[src/rtl/guess_pkg.sv]
// rtl/guess_pkg.sv - shared types and constants for the guess evaluator
package guess_pkg;

    localparam int DIGIT_W    = 4;
    localparam int MAX_DIGITS = 3;

    typedef enum logic [1:0] {
        RES_NONE    = 2'b00,
        RES_LOW     = 2'b01,
        RES_HIGH    = 2'b10,
        RES_CORRECT = 2'b11
    } result_t;

    typedef enum logic [1:0] {
        ST_IDLE,
        ST_COMPARE,
        ST_REPORT,
        ST_DONE
    } state_t;

    // A digit count of zero still plays one digit.
    function automatic logic [1:0] clamp_digits(input logic [1:0] md);
        return (md == 2'd0) ? 2'd1 : md;
    endfunction

endpackage

[src/rtl/guess_evaluator_if.sv]
// rtl/guess_evaluator_if.sv - guess/result handshake bundle; carries match_mask under GUESS_MATCH_MASK_EN
interface guess_evaluator_if
    import guess_pkg::*;
#(
    parameter int ATTEMPT_W = 3
);
    logic [1:0]           max_digits;
    logic [DIGIT_W-1:0]   secret_digit_1;
    logic [DIGIT_W-1:0]   secret_digit_2;
    logic [DIGIT_W-1:0]   secret_digit_3;
    logic [DIGIT_W-1:0]   guess_digit_1;
    logic [DIGIT_W-1:0]   guess_digit_2;
    logic [DIGIT_W-1:0]   guess_digit_3;
    logic                 guess_valid;
    logic                 guess_ready;
    logic                 result_valid;
    logic                 result_ready;
    result_t              result_code;
    logic [ATTEMPT_W-1:0] attempts_used;
    logic                 game_over;
    logic                 game_won;
`ifdef GUESS_MATCH_MASK_EN
    logic [MAX_DIGITS-1:0] match_mask;
`endif

    modport master (
        output max_digits, secret_digit_1, secret_digit_2, secret_digit_3,
        output guess_digit_1, guess_digit_2, guess_digit_3, guess_valid, result_ready,
        input  guess_ready, result_valid, result_code, attempts_used, game_over, game_won
`ifdef GUESS_MATCH_MASK_EN
        , input match_mask
`endif
    );

    modport slave (
        input  max_digits, secret_digit_1, secret_digit_2, secret_digit_3,
        input  guess_digit_1, guess_digit_2, guess_digit_3, guess_valid, result_ready,
        output guess_ready, result_valid, result_code, attempts_used, game_over, game_won
`ifdef GUESS_MATCH_MASK_EN
        , output match_mask
`endif
    );

endinterface

[src/rtl/guess_evaluator.sv]
// rtl/guess_evaluator.sv - digit-serial guess comparator with attempt tracking; GUESS_MATCH_MASK_EN adds match_mask
module guess_evaluator
    import guess_pkg::*;
#(
    parameter int MAX_ATTEMPTS = 7,
    parameter int ATTEMPT_W    = 3
) (
    input  logic               clk,
    input  logic               restart,
    guess_evaluator_if.slave   bus
);

    localparam logic [ATTEMPT_W-1:0] MAX_CNT = ATTEMPT_W'(MAX_ATTEMPTS);

    state_t                                 r_state;
    logic [MAX_DIGITS-1:0][DIGIT_W-1:0]     r_guess;
    logic [MAX_DIGITS-1:0][DIGIT_W-1:0]     r_secret;
    logic [1:0]                             r_index;
    result_t                                r_code;
    logic [ATTEMPT_W-1:0]                   r_attempts;
    logic                                   r_guess_ready;
    logic                                   r_result_valid;
    logic                                   r_game_over;
    logic                                   r_game_won;
`ifdef GUESS_MATCH_MASK_EN
    logic [MAX_DIGITS-1:0]                  r_mask;
`endif

    logic [1:0]           w_count;
    logic [DIGIT_W-1:0]   w_g;
    logic [DIGIT_W-1:0]   w_s;
    logic [ATTEMPT_W-1:0] w_attempts_next;

    assign w_count         = clamp_digits(bus.max_digits);
    assign w_g             = r_guess[r_index];
    assign w_s             = r_secret[r_index];
    assign w_attempts_next = (r_attempts == MAX_CNT) ? r_attempts : r_attempts + 1'b1;

    always_ff @(posedge clk or posedge restart) begin
        if (restart) begin
            r_state        <= ST_IDLE;
            r_guess        <= '0;
            r_secret       <= '0;
            r_index        <= 2'd0;
            r_code         <= RES_NONE;
            r_attempts     <= '0;
            r_guess_ready  <= 1'b1;
            r_result_valid <= 1'b0;
            r_game_over    <= 1'b0;
            r_game_won     <= 1'b0;
`ifdef GUESS_MATCH_MASK_EN
            r_mask         <= '0;
`endif
        end else begin
            case (r_state)
                ST_IDLE: begin
                    if (bus.guess_valid) begin
                        r_guess       <= {bus.guess_digit_3, bus.guess_digit_2, bus.guess_digit_1};
                        r_secret      <= {bus.secret_digit_3, bus.secret_digit_2, bus.secret_digit_1};
                        r_index       <= w_count - 2'd1;
                        r_code        <= RES_NONE;
                        r_guess_ready <= 1'b0;
                        r_state       <= ST_COMPARE;
`ifdef GUESS_MATCH_MASK_EN
                        r_mask        <= '0;
`endif
                    end
                end
                ST_COMPARE: begin
`ifdef GUESS_MATCH_MASK_EN
                    // Walk every active digit; only the first mismatch decides the code.
                    if (w_g == w_s)
                        r_mask[r_index] <= 1'b1;
                    else if (r_code == RES_NONE)
                        r_code <= (w_g > w_s) ? RES_HIGH : RES_LOW;
                    if (r_index == 2'd0) begin
                        if (r_code == RES_NONE && w_g == w_s)
                            r_code <= RES_CORRECT;
                        r_result_valid <= 1'b1;
                        r_state        <= ST_REPORT;
                    end else begin
                        r_index <= r_index - 2'd1;
                    end
`else
                    if (w_g > w_s) begin
                        r_code         <= RES_HIGH;
                        r_result_valid <= 1'b1;
                        r_state        <= ST_REPORT;
                    end else if (w_g < w_s) begin
                        r_code         <= RES_LOW;
                        r_result_valid <= 1'b1;
                        r_state        <= ST_REPORT;
                    end else if (r_index == 2'd0) begin
                        r_code         <= RES_CORRECT;
                        r_result_valid <= 1'b1;
                        r_state        <= ST_REPORT;
                    end else begin
                        r_index <= r_index - 2'd1;
                    end
`endif
                end
                ST_REPORT: begin
                    if (bus.result_ready) begin
                        r_attempts     <= w_attempts_next;
                        r_result_valid <= 1'b0;
                        if (r_code == RES_CORRECT) begin
                            r_game_won  <= 1'b1;
                            r_game_over <= 1'b1;
                            r_state     <= ST_DONE;
                        end else if (w_attempts_next == MAX_CNT) begin
                            r_game_over <= 1'b1;
                            r_state     <= ST_DONE;
                        end else begin
                            r_guess_ready <= 1'b1;
                            r_state       <= ST_IDLE;
                        end
                    end
                end
                ST_DONE: begin
                    r_state <= ST_DONE;
                end
                default: r_state <= ST_IDLE;
            endcase
        end
    end

    assign bus.guess_ready   = r_guess_ready;
    assign bus.result_valid  = r_result_valid;
    assign bus.result_code   = r_code;
    assign bus.attempts_used = r_attempts;
    assign bus.game_over     = r_game_over;
    assign bus.game_won      = r_game_won;
`ifdef GUESS_MATCH_MASK_EN
    assign bus.match_mask    = r_mask;
`endif

endmodule
[src/flat_wrapper.sv]
// flat-port wrapper written by rule: the top's interface ports become plain ports
module guess_evaluator_flat import guess_pkg::*;
#(
    parameter int MAX_ATTEMPTS = 7,
    parameter int ATTEMPT_W    = 3
)
  (clk, restart, bus_max_digits, bus_secret_digit_1, bus_secret_digit_2, bus_secret_digit_3, bus_guess_digit_1, bus_guess_digit_2, bus_guess_digit_3, bus_guess_valid, bus_result_ready, bus_guess_ready, bus_result_valid, bus_result_code, bus_attempts_used, bus_game_over, bus_game_won);
  guess_evaluator_if #(.ATTEMPT_W(ATTEMPT_W)) bus_i ();
  input  logic clk;
  input  logic restart;
  input wire logic [$bits(bus_i.max_digits)-1:0] bus_max_digits;
  input wire logic [$bits(bus_i.secret_digit_1)-1:0] bus_secret_digit_1;
  input wire logic [$bits(bus_i.secret_digit_2)-1:0] bus_secret_digit_2;
  input wire logic [$bits(bus_i.secret_digit_3)-1:0] bus_secret_digit_3;
  input wire logic [$bits(bus_i.guess_digit_1)-1:0] bus_guess_digit_1;
  input wire logic [$bits(bus_i.guess_digit_2)-1:0] bus_guess_digit_2;
  input wire logic [$bits(bus_i.guess_digit_3)-1:0] bus_guess_digit_3;
  input wire logic [$bits(bus_i.guess_valid)-1:0] bus_guess_valid;
  input wire logic [$bits(bus_i.result_ready)-1:0] bus_result_ready;
  output wire logic [$bits(bus_i.guess_ready)-1:0] bus_guess_ready;
  output wire logic [$bits(bus_i.result_valid)-1:0] bus_result_valid;
  output wire logic [$bits(bus_i.result_code)-1:0] bus_result_code;
  output wire logic [$bits(bus_i.attempts_used)-1:0] bus_attempts_used;
  output wire logic [$bits(bus_i.game_over)-1:0] bus_game_over;
  output wire logic [$bits(bus_i.game_won)-1:0] bus_game_won;
  assign bus_i.max_digits = bus_max_digits;
  assign bus_i.secret_digit_1 = bus_secret_digit_1;
  assign bus_i.secret_digit_2 = bus_secret_digit_2;
  assign bus_i.secret_digit_3 = bus_secret_digit_3;
  assign bus_i.guess_digit_1 = bus_guess_digit_1;
  assign bus_i.guess_digit_2 = bus_guess_digit_2;
  assign bus_i.guess_digit_3 = bus_guess_digit_3;
  assign bus_i.guess_valid = bus_guess_valid;
  assign bus_i.result_ready = bus_result_ready;
  assign bus_guess_ready = bus_i.guess_ready;
  assign bus_result_valid = bus_i.result_valid;
  assign bus_result_code = bus_i.result_code;
  assign bus_attempts_used = bus_i.attempts_used;
  assign bus_game_over = bus_i.game_over;
  assign bus_game_won = bus_i.game_won;
  guess_evaluator #(.MAX_ATTEMPTS(MAX_ATTEMPTS), .ATTEMPT_W(ATTEMPT_W)) u_core (.clk(clk), .restart(restart), .bus(bus_i));
endmodule
[config.mk]
export PLATFORM = sky130hd
export DESIGN_NAME = guess_evaluator_flat
export DESIGN_NICKNAME = d
export VERILOG_FILES = /design/src/rtl/guess_pkg.sv /design/src/rtl/guess_evaluator_if.sv /design/src/rtl/guess_evaluator.sv /design/src/flat_wrapper.sv
export SDC_FILE = /design/constraint.sdc
export NUM_CORES = 1
export LEC_CHECK = 0
export CORE_UTILIZATION = 51
export CTS_CLUSTER_DIAMETER = 50
export CTS_CLUSTER_SIZE = 10
export DETAILED_ROUTE_END_ITERATION = 16
export GPL_TIMING_DRIVEN = 0
export PLACE_DENSITY = 0.76
export REMOVE_ABC_BUFFERS = 1
export SLEW_MARGIN = 10
export SYNTH_ARGS = -nofsm -noshare
export SYNTH_HDL_FRONTEND = slang
export SYNTH_SLANG_ARGS = --single-unit
[constraint.sdc]
create_clock -name clk -period 4.4 [get_ports clk]
set_input_delay 0.44 -clock clk [delete_from_list [all_inputs] [get_ports clk]]
set_output_delay 0.44 -clock clk [all_outputs]
set_load 0.005 [all_outputs]
==> results of run 1 <==
## state kept, by name, summed over array words and instances (netlist names)
name and cells:
u_core.r_guess 12, u_core.r_secret 12, u_core.bus.attempts_used 3, u_core.bus.result_code 2, u_core.r_index 2, u_core.r_state 2, u_core.bus.game_over 1, u_core.bus.game_won 1
u_core.bus.guess_ready 1, u_core.bus.result_valid 1
## worst max-delay path, cell delays in order (launching register included)
cell,delay [ns]
dfrtp_1,0.86
nor2_1,0.22
nand2_1,0.11
o21ai_0,0.09
ha_1,0.33
or2b_1,0.29
a311oi_4,0.43
and2_1,0.33
o211ai_1,0.14
## final timing paths
path,from,endpoint,slack [ns],cells after the start
worst max register to register,u_core.r_index[0],u_core.r_index[1],1.48,8
max in group asynchronous,restart,u_core.r_secret[11],3.32,2
worst min register to register,u_core.bus.game_over,u_core.bus.game_over,0.48,1
min in group asynchronous,restart,u_core.bus.attempts_used[2],0.61,2
worst max-delay path,u_core.r_index[0],u_core.r_index[1],1.48,8
worst min-delay path,u_core.bus.game_over,u_core.bus.game_over,0.48,1
## metal layers
metal	share of wire	track usage	up-vias
li1	-	-	729
met1	0.45	0.273	728
met2	0.48	0.322	51
met3	0.050	0.0475	6
met4	0.018	0.103	0
met5	0	0	-
## cell families after synthesis
group	share of synthesized area
AOI/OAI and AO/OA	0.136
muxes	0.180
adders and majority gates	0.0559
and+or+nand+nor	0.114
buffers and inverters	0.0454
DFF	0.461
xor gates and xnor gates	0.00870
## cell usage in the layout, fill, tap and decap left out, types with 3 or more instances in the layout
cell type        instances
mux2_2                  25
clkbuf_8                 5
nor2_1                   9
mux2i_1                  8
ha_1                     9
dfrtp_1                 36
o21ai_0                  6
clkdlybuf4s50_1         38
clkbuf_1                 3
a21oi_1                  7
nand4_1                  4
inv_1                   10
nand2_1                 19
## layout make-up
class | count | area share
clock buffer | 8 | 0.0322
inverter | 11 | 0.0166
tap | 48 | 0.0242
sequential | 37 | 0.373
multi-input combinational | 125 | 0.401
timing repair buffer | 38 | 0.153
## per-stage QoR
step                      cells  utilization  area (µm²)
after detailed placement    259        0.647        2400
final                       267        0.668        2480
after global routing        267        0.668        2480
after global placement      259        0.647        2400
after CTS                   267        0.668        2480
after floorplan             173            -        1960
## report_power, final
part | switching, W | internal, W
Sequential | 0.000137 | 0.000510
Clock | 0.000108 | 0.000112
Combinational | 0.000433 | 0.000484
## synthesized netlist by cell type (all sizes together) (2+ instances only)
master    n  area (µm²)
clkbuf    5        18.8
mux2     25         282
o22a      2        17.5
ha        9         113
o21ai     6        30.0
nand4bb   2        22.5
nand4     5        37.5
dfrtp    36         901
buf       5        31.3
nand2    19        71.3
o32a      2        20.0
o32ai     2        17.5
nor3      2        10.0
inv      11        41.3
a31o      2        17.5
o22ai     2        12.5
a211oi    2        15.0
nor2      9        33.8
nand3     2        10.0
a21oi     8        43.8
mux2i     8        80.1
==> run metrics, run 1 <==
RSZ-0062 raised after global routing=no; crit path setup slack, layout=1.48 ns; # IOs=39; Yosys warnings=0; final period utilization=0.664; NumNets Final=257; outcome=completed; synth unique cells=43; PortBufs=38; CP Launch Type=register; Post-CTS Hold Buffers=0; CP Max Fanout=19; gr usage total=0.208; deepest clock path buffer count=2; skew final=0.00663 ns; number of buffers created by CTS=5; Final Hold Viols=0; Resized cells post-CTS=0; initial antenna violation count=0; Setup CP Type=reg2reg; CP Capture Type=register; Pleak=1.04 nW; Cell Area, Synth=0.00201 mm²; CTS sink count=37; remaining global-route overflow=0; Routed WL per cell=14.2 µm; via count=1514; Area growth, synth to finish=23.4%; gpl congestion=0.755; Worst Max-Slew Pin Slew=1.10 ns; 1st-iter DRT viols=123; Vias/cell=5.67; Post-CTS Setup Bufs=0; Core ar.=0.00372 mm²; DRC viols=0; async set or reset register ratio after synthesis=1.00; initial core utilization=0.542; die area=0.00420 mm²; Synth Flop Type=dfrtp_1; ant diodes=0; number of enable flip-flop cells after synthesis=0; Filler Cell Count=316; Seq cells post-synth=37; largest net degree at the start of global routing=38; final setup fails=0; relative slew slack=0.262; Worst EP arrival=3.07 ns; Antenna Nets Post-Route=0; # rows=22; Seq. cell area=927 µm²; setup TNS=0 ns; worst slack, placed=1.50 ns; Routed WL=3.80 mm; fin. max-slew vios=0; total iterations of the first detailed-routing run=4; Cells after Synth=183; maximum vdd drop=0.000348 V; htree depth=2; Final min period=2.92 ns; clock slew at reported path FFs=0.07 ns; multi-input logic area=995 µm²; Seq/Total Area, Yosys=0.461; die height=64.8 µm; placed wire-length estimate=2.77 mm; Fin Hold WS=0.477 ns; vias in the first global route=1507; number of max-cap violations=0; worst hold path type=reg2reg; share of cells above drive strength 1=0.174; first-pass GRT wire length=6.62 mm; Synth Area per Inst=11.0 µm²; Clock Latency Late Sink=0.28 ns; Max Freq=342 MHz; PwrDens=719 mW/mm²; Root Buffer=clkbuf_8; TritonCTS clock tree=built; Worst EP required=4.55 ns; Pwr Total=0.00178 W; chip width=64.8 µm
No activity file was read; power rests on OpenSTA's default activity.
==> run 2: changes to the inputs <==
==> constraint.sdc (replaced) <==
create_clock -name clk -period 3 [get_ports clk]
set_input_delay 0.3 -clock clk [delete_from_list [all_inputs] [get_ports clk]]
set_output_delay 0.3 -clock clk [all_outputs]
set_load 0.005 [all_outputs]
==> run metrics, run 2 (same netlist as run 1, synthesis figures left out) <==
worst hold path type=in2async (was reg2reg); NumNets Final=257 (unchanged); fin area=0.00249 mm² (was 0.00248 mm²); ant diodes=0 (unchanged); outcome=completed (unchanged); Core ar.=0.00372 mm² (unchanged); Root Buffer=clkbuf_8 (unchanged); Routed WL=3.80 mm (about the same); Vias/cell=5.72 (was 5.67); CP Capture Type=register (unchanged); relative slew slack=0.259 (was 0.262); fin. max-slew vios=0 (unchanged); share of cells above drive strength 1=0.183 (was 0.174); Final min period=2.63 ns (was 2.92 ns); worst slack, placed=0.101 ns (was 1.50 ns); commonest non-fill, non-tap cell in the layout=clkdlybuf4s50_1 (unchanged); CTS sink count=37 (unchanged); clock slew at reported path FFs=0.07 ns (about the same); # rows=22 (unchanged); total iterations of the first detailed-routing run=4 (unchanged); remaining global-route overflow=0 (unchanged); Post-CTS Setup Bufs=0 (unchanged); Max Freq=381 MHz (was 342 MHz); placed wire-length estimate=2.77 mm (unchanged); final setup fails=0 (unchanged); number of buffers created by CTS=5 (unchanged); TritonCTS clock tree=built (unchanged); setup TNS=0 ns (unchanged); final std cells w/o fill=267 (unchanged); CP Launch Type=register (unchanged); Final Hold Viols=0 (unchanged); initial antenna violation count=0 (unchanged); first-pass GRT wire length=6.62 mm (unchanged); Area growth, synth to finish=23.5% (was 23.4%); RSZ-0062 raised after global routing=no (unchanged); crit path setup slack, layout=0.374 ns (was 1.48 ns); chip width=64.8 µm (unchanged); gpl congestion=0.755 (unchanged); Filler Cell Count=316 (unchanged); Post-CTS Hold Buffers=0 (unchanged); number of max-cap violations=0 (unchanged); dpl cells=259 (unchanged); maximum vdd drop=0.000509 V (was 0.000348 V); 1st-iter DRT viols=122 (was 123); commonest non-fill, non-tap cells in the layout=clkdlybuf4s50_1 (38), dfrtp_1 (34), mux2_2 (25) (was clkdlybuf4s50_1 (38), dfrtp_1 (36), mux2_2 (25)); Clock Latency Late Sink=0.28 ns (about the same); Pleak=1.04 nW (about the same); die height=64.8 µm (unchanged); initial core utilization=0.542 (unchanged); vias in the first global route=1507 (unchanged); Setup CP Type=reg2reg (unchanged); Worst EP required=3.15 ns (was 4.55 ns); Antenna Nets Post-Route=0 (unchanged); htree depth=2 (unchanged); die area=0.00420 mm² (unchanged); # IOs=39 (unchanged); Worst EP arrival=2.78 ns (was 3.07 ns); Worst Max-Slew Pin Slew=1.11 ns (was 1.10 ns); largest net degree at the start of global routing=38 (unchanged); skew final=0.00518 ns (was 0.00663 ns); via count=1526 (was 1514); PwrDens=1050 mW/mm² (was 719 mW/mm²); post-place instance area=0.00240 mm² (unchanged); CP Max Fanout=19 (unchanged); gr usage total=0.208 (unchanged); deepest clock path buffer count=2 (unchanged); DRC viols=0 (unchanged); Routed WL per cell=14.2 µm (about the same); final period utilization=0.875 (was 0.664); Pwr Total=0.00262 W (was 0.00178 W); PortBufs=38 (unchanged)
## run 2: cell counts in the layout (fill, tap and decap cells not counted)
No cell type changed its count.
## run 2: worst paths after layout
check                                         endpoint  cells past startpoint            startpoint  slack (ns)
max                                  u_core.r_index[1]                      7     u_core.r_index[0]        0.37
max in group asynchronous            u_core.r_index[0]                      2               restart        2.02
min in group clk                  u_core.bus.game_over                      1  u_core.bus.game_over        0.48
min                        u_core.bus.attempts_used[2]                      2               restart        0.47
max reg2reg                          u_core.r_index[1]                      7     u_core.r_index[0]        0.37
min reg2reg                       u_core.bus.game_over                      1  u_core.bus.game_over        0.48
## run 2: cell type report
cell class / count / area, µm² / share of cell area
clock buffers: 8 / 80.1 / 0.0322
inverters: 11 / 41.3 / 0.0166
multi-input cells: 125 / 995 / 0.400
flip-flops and latches: 37 / 930 / 0.374
well taps: 48 / 60.1 / 0.0242
repair buffers: 38 / 380 / 0.153
## run 2: repair_timing
action                                 CTS  global route
endpoints found under the hold margin    0             0
resized for setup                        0             2
setup endpoints to repair                0             6
## run 2: worst max-delay path: stages, from the launching register on
cell and delay, ns:
dfrtp_2 0.64, mux2i_1 0.26, o22ai_1 0.10, ha_1 0.40, nand4_2 0.18, a311oi_4 0.45
and2_1 0.32, o211ai_1 0.14
## run 2: through the flow
step	util	hold slack, ns
6_report	0.669	0.470
5_1_grt	0.669	0.503
4_1_cts	0.668	0.483
3_5_place_dp	0.647	0.467
3_3_place_gp	0.647	0.453
2_1_floorplan	-	0.451
## run 2: power breakdown
group / switching, W / internal (W)
logic: 0.000634 / 0.000710
registers: 0.000200 / 0.000751
clock network: 0.000157 / 0.000165
total: 0.000991 / 0.00163
## run 2: per-layer routing
| layer | up-vias | part of all wire | global-route usage |
|---|---|---|---|
| met5 | - | 0 | 0 |
| met2 | 55 | 0.49 | 0.322 |
| met3 | 6 | 0.057 | 0.0475 |
| met1 | 730 | 0.44 | 0.273 |
| li1 | 735 | - | - |
| met4 | 0 | 0.018 | 0.103 |
